<file path="src/rtl/mmio_access_ctrl_if.sv">
// MEM-stage MMIO request/response and peripheral bus bundle.
// slave modport faces the access controller; master faces the CPU/bus side.
// NUM_DEV sizes the one-hot slot select and must match the controller.
interface mmio_access_ctrl_if #(
    parameter int NUM_DEV = 8
);
    // MEM-stage side
    logic               io_read;
    logic               io_write;
    logic [31:0]        addr;
    logic [31:0]        wdata;
    logic               stall;
    logic [31:0]        rdata;
    logic               rdata_valid;
    // Peripheral bus side
    logic               dev_req;
    logic               dev_we;
    logic [NUM_DEV-1:0] dev_sel;
    logic [7:0]         dev_addr;
    logic [31:0]        dev_wdata;
    logic               dev_ack;
    logic [31:0]        dev_rdata;
    // Error reporting
    logic               bus_err;
    logic               err_clr;

    modport slave (
        input  io_read, io_write, addr, wdata, dev_ack, dev_rdata, err_clr,
        output stall, rdata, rdata_valid, dev_req, dev_we, dev_sel,
               dev_addr, dev_wdata, bus_err
    );

    modport master (
        output io_read, io_write, addr, wdata, dev_ack, dev_rdata, err_clr,
        input  stall, rdata, rdata_valid, dev_req, dev_we, dev_sel,
               dev_addr, dev_wdata, bus_err
    );
endinterface

</file>
<file path="src/rtl/mmio_access_ctrl.sv">
// Sequences MEM-stage MMIO loads/stores into a req/ack peripheral transaction.
// Latency: stall 1 cycle in IDLE + 1..TIMEOUT cycles in ACCESS, then one release cycle.
// Backpressure: pipeline held via stall until ack or timeout; unmapped slots error at once.
module mmio_access_ctrl #(
    parameter int          NUM_DEV  = 8,
    parameter int          TIMEOUT  = 16,
    parameter logic [31:0] ERR_DATA = 32'hDEADBEEF
) (
    input  logic               clk,
    input  logic               rst_n,
    mmio_access_ctrl_if.slave  bus
);
    localparam int             CW        = $clog2(TIMEOUT);
    localparam logic [CW-1:0]  CNT_LAST  = CW'(TIMEOUT - 1);
    localparam logic [3:0]     NUM_DEV_W = 4'(NUM_DEV);

    typedef enum logic [1:0] {S_IDLE, S_ACCESS, S_DONE} state_t;

    state_t             state_q, state_d;
    logic [CW-1:0]      cnt_q, cnt_d;
    logic [NUM_DEV-1:0] sel_q, sel_d;
    logic [7:0]         addr_q, addr_d;
    logic [31:0]        wdata_q, wdata_d;
    logic               we_q, we_d;
    logic [31:0]        rdata_q, rdata_d;
    logic               bus_err_q, bus_err_d;

    logic               err_set;
    logic               stall;
    logic               rdata_valid;
    logic               dev_req;
    logic [2:0]         slot;
    logic [NUM_DEV-1:0] sel_onehot;

    // Decode the requested slot into a one-hot select
    always_comb begin
        slot       = bus.addr[6:4];
        sel_onehot = '0;
        for (int i = 0; i < NUM_DEV; i++) begin
            sel_onehot[i] = (slot == 3'(i));
        end
    end

    // Next-state, latched transaction fields and pipeline/bus controls
    always_comb begin
        state_d     = state_q;
        cnt_d       = cnt_q;
        sel_d       = sel_q;
        addr_d      = addr_q;
        wdata_d     = wdata_q;
        we_d        = we_q;
        rdata_d     = rdata_q;
        err_set     = 1'b0;
        stall       = 1'b0;
        rdata_valid = 1'b0;
        dev_req     = 1'b0;

        case (state_q)
            S_IDLE: begin
                if (bus.io_read || bus.io_write) begin
                    // Stall in the same cycle so the MEM-stage instruction is held
                    stall   = 1'b1;
                    addr_d  = bus.addr[7:0];
                    wdata_d = bus.wdata;
                    we_d    = bus.io_write;  // read+write together counts as a write
                    cnt_d   = '0;
                    if ({1'b0, slot} < NUM_DEV_W) begin
                        sel_d   = sel_onehot;
                        state_d = S_ACCESS;
                    end else begin
                        rdata_d = ERR_DATA;
                        err_set = 1'b1;
                        state_d = S_DONE;
                    end
                end
            end
            S_ACCESS: begin
                stall   = 1'b1;
                dev_req = 1'b1;
                cnt_d   = cnt_q + 1'b1;
                // Ack is checked first so a last-cycle ack never raises an error
                if (bus.dev_ack) begin
                    if (!we_q) begin
                        rdata_d = bus.dev_rdata;
                    end
                    sel_d   = '0;
                    state_d = S_DONE;
                end else if (cnt_q == CNT_LAST) begin
                    if (!we_q) begin
                        rdata_d = ERR_DATA;
                    end
                    err_set = 1'b1;
                    sel_d   = '0;
                    state_d = S_DONE;
                end
            end
            S_DONE: begin
                // Release cycle; any MMIO request still asserted belongs to the
                // completing instruction and is deliberately not looked at here
                rdata_valid = 1'b1;
                state_d     = S_IDLE;
            end
            default: begin
                state_d = S_IDLE;
            end
        endcase

        bus_err_d = err_set | (bus_err_q & ~bus.err_clr);
    end

    // State and datapath registers; reset abandons any in-flight transaction
    always_ff @(posedge clk or negedge rst_n) begin
        if (!rst_n) begin
            state_q   <= S_IDLE;
            cnt_q     <= '0;
            sel_q     <= '0;
            addr_q    <= '0;
            wdata_q   <= '0;
            we_q      <= 1'b0;
            rdata_q   <= '0;
            bus_err_q <= 1'b0;
        end else begin
            state_q   <= state_d;
            cnt_q     <= cnt_d;
            sel_q     <= sel_d;
            addr_q    <= addr_d;
            wdata_q   <= wdata_d;
            we_q      <= we_d;
            rdata_q   <= rdata_d;
            bus_err_q <= bus_err_d;
        end
    end

    // Drive the bundle
    always_comb begin
        bus.stall       = stall;
        bus.rdata       = rdata_q;
        bus.rdata_valid = rdata_valid;
        bus.dev_req     = dev_req;
        bus.dev_we      = we_q;
        bus.dev_sel     = sel_q;
        bus.dev_addr    = addr_q;
        bus.dev_wdata   = wdata_q;
        bus.bus_err     = bus_err_q;
    end
endmodule

</file>
<file path="src/flat_wrapper.sv">
// flat-port wrapper written by rule: the top's interface ports become plain ports
module mmio_access_ctrl_flat 
#(
    parameter int          NUM_DEV  = 8,
    parameter int          TIMEOUT  = 16,
    parameter logic [31:0] ERR_DATA = 32'hDEADBEEF
)
  (clk, rst_n, bus_io_read, bus_io_write, bus_addr, bus_wdata, bus_dev_ack, bus_dev_rdata, bus_err_clr, bus_stall, bus_rdata, bus_rdata_valid, bus_dev_req, bus_dev_we, bus_dev_sel, bus_dev_addr, bus_dev_wdata, bus_bus_err);
  mmio_access_ctrl_if #(.NUM_DEV(NUM_DEV)) bus_i ();
  input  logic clk;
  input  logic rst_n;
  input wire logic [$bits(bus_i.io_read)-1:0] bus_io_read;
  input wire logic [$bits(bus_i.io_write)-1:0] bus_io_write;
  input wire logic [$bits(bus_i.addr)-1:0] bus_addr;
  input wire logic [$bits(bus_i.wdata)-1:0] bus_wdata;
  input wire logic [$bits(bus_i.dev_ack)-1:0] bus_dev_ack;
  input wire logic [$bits(bus_i.dev_rdata)-1:0] bus_dev_rdata;
  input wire logic [$bits(bus_i.err_clr)-1:0] bus_err_clr;
  output wire logic [$bits(bus_i.stall)-1:0] bus_stall;
  output wire logic [$bits(bus_i.rdata)-1:0] bus_rdata;
  output wire logic [$bits(bus_i.rdata_valid)-1:0] bus_rdata_valid;
  output wire logic [$bits(bus_i.dev_req)-1:0] bus_dev_req;
  output wire logic [$bits(bus_i.dev_we)-1:0] bus_dev_we;
  output wire logic [$bits(bus_i.dev_sel)-1:0] bus_dev_sel;
  output wire logic [$bits(bus_i.dev_addr)-1:0] bus_dev_addr;
  output wire logic [$bits(bus_i.dev_wdata)-1:0] bus_dev_wdata;
  output wire logic [$bits(bus_i.bus_err)-1:0] bus_bus_err;
  assign bus_i.io_read = bus_io_read;
  assign bus_i.io_write = bus_io_write;
  assign bus_i.addr = bus_addr;
  assign bus_i.wdata = bus_wdata;
  assign bus_i.dev_ack = bus_dev_ack;
  assign bus_i.dev_rdata = bus_dev_rdata;
  assign bus_i.err_clr = bus_err_clr;
  assign bus_stall = bus_i.stall;
  assign bus_rdata = bus_i.rdata;
  assign bus_rdata_valid = bus_i.rdata_valid;
  assign bus_dev_req = bus_i.dev_req;
  assign bus_dev_we = bus_i.dev_we;
  assign bus_dev_sel = bus_i.dev_sel;
  assign bus_dev_addr = bus_i.dev_addr;
  assign bus_dev_wdata = bus_i.dev_wdata;
  assign bus_bus_err = bus_i.bus_err;
  mmio_access_ctrl #(.NUM_DEV(NUM_DEV), .TIMEOUT(TIMEOUT), .ERR_DATA(ERR_DATA)) u_core (.clk(clk), .rst_n(rst_n), .bus(bus_i));
endmodule
</file>
<file path="config.mk">
export PLATFORM = sky130hd
export DESIGN_NAME = mmio_access_ctrl_flat
export DESIGN_NICKNAME = d
export VERILOG_FILES = /design/src/rtl/mmio_access_ctrl_if.sv /design/src/rtl/mmio_access_ctrl.sv /design/src/flat_wrapper.sv
export SDC_FILE = /design/constraint.sdc
export NUM_CORES = 1
export LEC_CHECK = 0
export BUFFER_PORTS_ARGS = -buffer_cell sky130_fd_sc_hd__clkbuf_2
export CAP_MARGIN = 40
export CORE_UTILIZATION = 25
export CTS_CLUSTER_SIZE = 14
export DETAILED_ROUTE_END_ITERATION = 10
export SLEW_MARGIN = 15
export SYNTH_ARGS = -nofsm -noshare
export SYNTH_HDL_FRONTEND = slang
export SYNTH_SLANG_ARGS = --single-unit
</file>
<file path="constraint.sdc">
create_clock -name clk -period 1.8 [get_ports clk]
set_input_delay 0.27 -clock clk [delete_from_list [all_inputs] [get_ports clk]]
set_output_delay 0.27 -clock clk [all_outputs]
set_load 0.005 [all_outputs]
</file>
==> impl_metrics.py <==
metrics = {
    "status": {
        "outcome": "finished, final reports clean",
    },
    "sta": {
        "finClkSkew_ns": 0.00938,
        "final.period_utilization": 0.929,
        "hold_viol": 0,
        "setup_viol": 0,
        "setup_tns_ns": 0,
        "max_freq_mhz": 598,
        "post-route-min-period_ns": 1.67,
        "grt_setup_unrepaired": "false",
        "slew_headroom": 0.625,
        "drv_slew": 0,
        "tightest_slew_ns": 0.559,
    },
    "floorplanning": {
        "die_w_um": 121,
        "io_pins": 187,
        "die_height_um": 121,
        "rows": 43,
        "start_util": 0.256,
        "die-area_mm2": 0.0146,
        "core_mm2": 0.0138,
    },
    "logic_synthesis": {
        "async_flop_share": 1.00,
        "synth_seq_cells": 88,
        "syn-num-nets": 322,
        "syn_area_per_cell_um2": 16.2,
        "yosysMostFrequentCell": "dfrtp_1",
        "yosysTopAreaCell": "dfrtp_1",
        "netlist_instances": 219,
        "yosysWarningCount": 0,
        "syn-cell-area_mm2": 0.00354,
        "synthTopCellsByArea": "dfrtp_1 62%, mux2_4 17%, o22a_1 5.9%, a22o_1 3.7%, buf_6 2.5%",
        "ys_types": 36,
        "synth_top_area_share": 0.622,
        "synth-edff-count": 0,
        "synth_common_cells": "88 x dfrtp_1, 39 x mux2_4, 24 x o22a_1, 15 x a22o_1, 8 x buf_6",
        "ys_seq_area_frac": 0.622,
        "synth-main-ff-cell": "dfrtp_1",
    },
    "global_route": {
        "antenna_found_initial": 0,
        "grt_overflow": 0,
        "grt_pass1_wl_mm": 12.6,
        "track_usage": 0.113,
        "grt_max_degree": 89,
        "grt_pass1_vias": 2557,
    },
    "clocking": {
        "cts_setup_buffers": 0,
        "h-tree-depth": 3,
        "cts_tree": "built",
        "cts_buffer_depth": 2,
        "cts_made_buffers": 9,
        "clk_pin_slew_ns": 0.07,
        "cts-root-buf": "clkbuf_16",
        "clock-sinks": 88,
        "clk_latency_ns": 0.34,
    },
    "critical_path": {
        "critical_path_class": "reg -> out",
        "crit_start": "u_core.state_q[0]",
        "critPathLaunchType": "flop",
        "critical_path.max_fanout": 8,
        "worst_setup_path_end_kind": "output port",
        "path_buf_inv": 2,
        "reg2reg_setup_slack_ns": 0.14,
        "critPathRequiredTime_ns": 1.53,
        "cp_slowest_stage_delay_ns": 0.46,
        "slowest_stage": "dfrtp_2",
        "cp_top_family": "flip-flops",
        "worstPathCellList": "nor3_2 > or2_2 > inv_1 > clkbuf_2",
        "r2r_start": "u_core.cnt_q[0]",
        "cp.arrival_ns": 1.40,
    },
    "power": {
        "powerDensity_mw_per_mm2": 1740,
        "ir_drop_mv": 0.439,
        "p_leak_nw": 2.47,
    },
    "detailed_routing": {
        "drtIter0Drc": 41,
        "vias": 2493,
        "wl_mm": 7.96,
        "drt_first_pass_iters": 4,
        "ant_nets": 0,
        "avgViaCountPerCell": 4.33,
        "wl_per_cell_um": 13.8,
        "drc": 0,
    },
    "final_layout": {
        "syn_to_final_growth_pct": 37.7,
        "antenna_cells": 0,
        "drive_gt1_frac": 0.604,
        "nets": 494,
        "register_area_mm2": 0.00220,
        "nFillCells": 1364,
        "multiInputGateArea_mm2": 0.00124,
        "fin_area_mm2": 0.00488,
    },
    "placement": {
        "gp_congestion": 0.751,
        "place_area_mm2": 0.00458,
        "io_buffer_count": 162,
        "dp_hpwl_mm": 5.92,
    },
    "run": {
        "max-cap-violations": 0,
    },
    "hold_path": {
        "min_from": "bus_err_clr",
        "hp-class": "in -> reg",
    },
}
==> logic make-up (layout without fill, tap and decap cells) <==
family | after synthesis | in the layout | share of synthesized area
AO/OA/AOI/OAI | 54 | 54 | 0.130
buffers and inverters | 12 | 189 | 0.0297
multiplexers | 40 | 40 | 0.168
XOR/XNOR | 1 | 1 | 0.00247
AND/OR/NAND/NOR | 23 | 23 | 0.0445
adder cells (fa/ha/maj) | 1 | 1 | 0.00353
flip-flops | 88 | 88 | 0.622
==> repair_timing <==
action / in CTS / in global routing
gates resized for setup: 1 / 0
endpoints found under the setup margin: 1 / 0
hold buffers: 1 / 0
endpoints found under the hold margin: 88 / 0
==> report_power, final <==
group,internal [W],switching [W],total (W),leakage [nW]
clock network,0.000963,0.000822,0.00179,0.136
registers,0.00289,0.000593,0.00348,1.04
logic,0.00193,0.00126,0.00319,1.29
==> final cells by class <==
| type | instances | share of cell area |
|---|---|---|
| repair buffers | 169 | 0.185 |
| inverters | 4 | 0.00308 |
| clock buffers | 9 | 0.0462 |
| flip-flops and latches | 88 | 0.452 |
| well taps | 180 | 0.0462 |
| clock inverters | 7 | 0.0131 |
| multi-input cells | 119 | 0.255 |
==> per-stage QoR <==
| step | hold slack, ns | instances | power [W] | utilization | worst slack, ns |
|---|---|---|---|---|---|
| finish | 0.102 | 576 | 0.00846 | 0.353 | 0.128 |
| global route | 0.0941 | 576 | 0.00906 | 0.353 | 0.0146 |
| CTS | 0.0835 | 576 | 0.00859 | 0.353 | 0.0861 |
| detailed placement | 0.344 | 559 | 0.00675 | 0.331 | 0.150 |
| global placement | 0.343 | 558 | 0.00665 | 0.330 | -0.0816 |
| floorplan | -0.0256 | 219 | 0.00539 | - | 0.331 |
==> placed cells by master, fill, tap and decap left out, types with 2 or more instances in the layout <==
master,synthesis,final
nand2_1,3,3
a21oi_1,3,3
a22o_1,15,15
o2bb2ai_1,2,2
clkbuf_16,0,9
buf_12,0,2
nor3_2,2,2
clkinv_4,0,2
buf_4,0,4
inv_1,4,4
dfrtp_1,88,87
inv_8,0,2
o22a_1,24,24
nand3_1,2,2
mux2_4,39,39
nor3_1,2,2
clkinvlp_4,0,2
clkbuf_2,0,161
nor2_1,4,4
==> per-layer routing <==
layer,vias up,global-route usage,part of all wire
met5,-,0,0
met4,0,0.0556,0.018
met3,12,0.0367,0.067
met2,90,0.179,0.49
met1,1228,0.138,0.43
li1,1163,-,-
==> state kept, by name, indices dropped and copies added, names as in the netlist <==
signal and flops:
u_core.bus.bus_err 1, u_core.bus.rdata 32, u_core.cnt_q 4, u_core.state_q 2, u_core.bus.dev_we 1, u_core.bus.dev_sel 8, u_core.bus.dev_addr 8, u_core.bus.dev_wdata 32
==> path summary, 6_finish.rpt <==
path | end | cells past startpoint
max | bus_stall | 4
min | u_core.bus.bus_err | 2
max reg2reg | u_core.bus.dev_sel[1] | 4
min reg2reg | u_core.bus.rdata[18] | 1
max in group asynchronous | u_core.state_q[0] | 3
min in group asynchronous | u_core.bus.dev_wdata[28] | 3
Note: power is estimated with default switching activity, not from simulation.
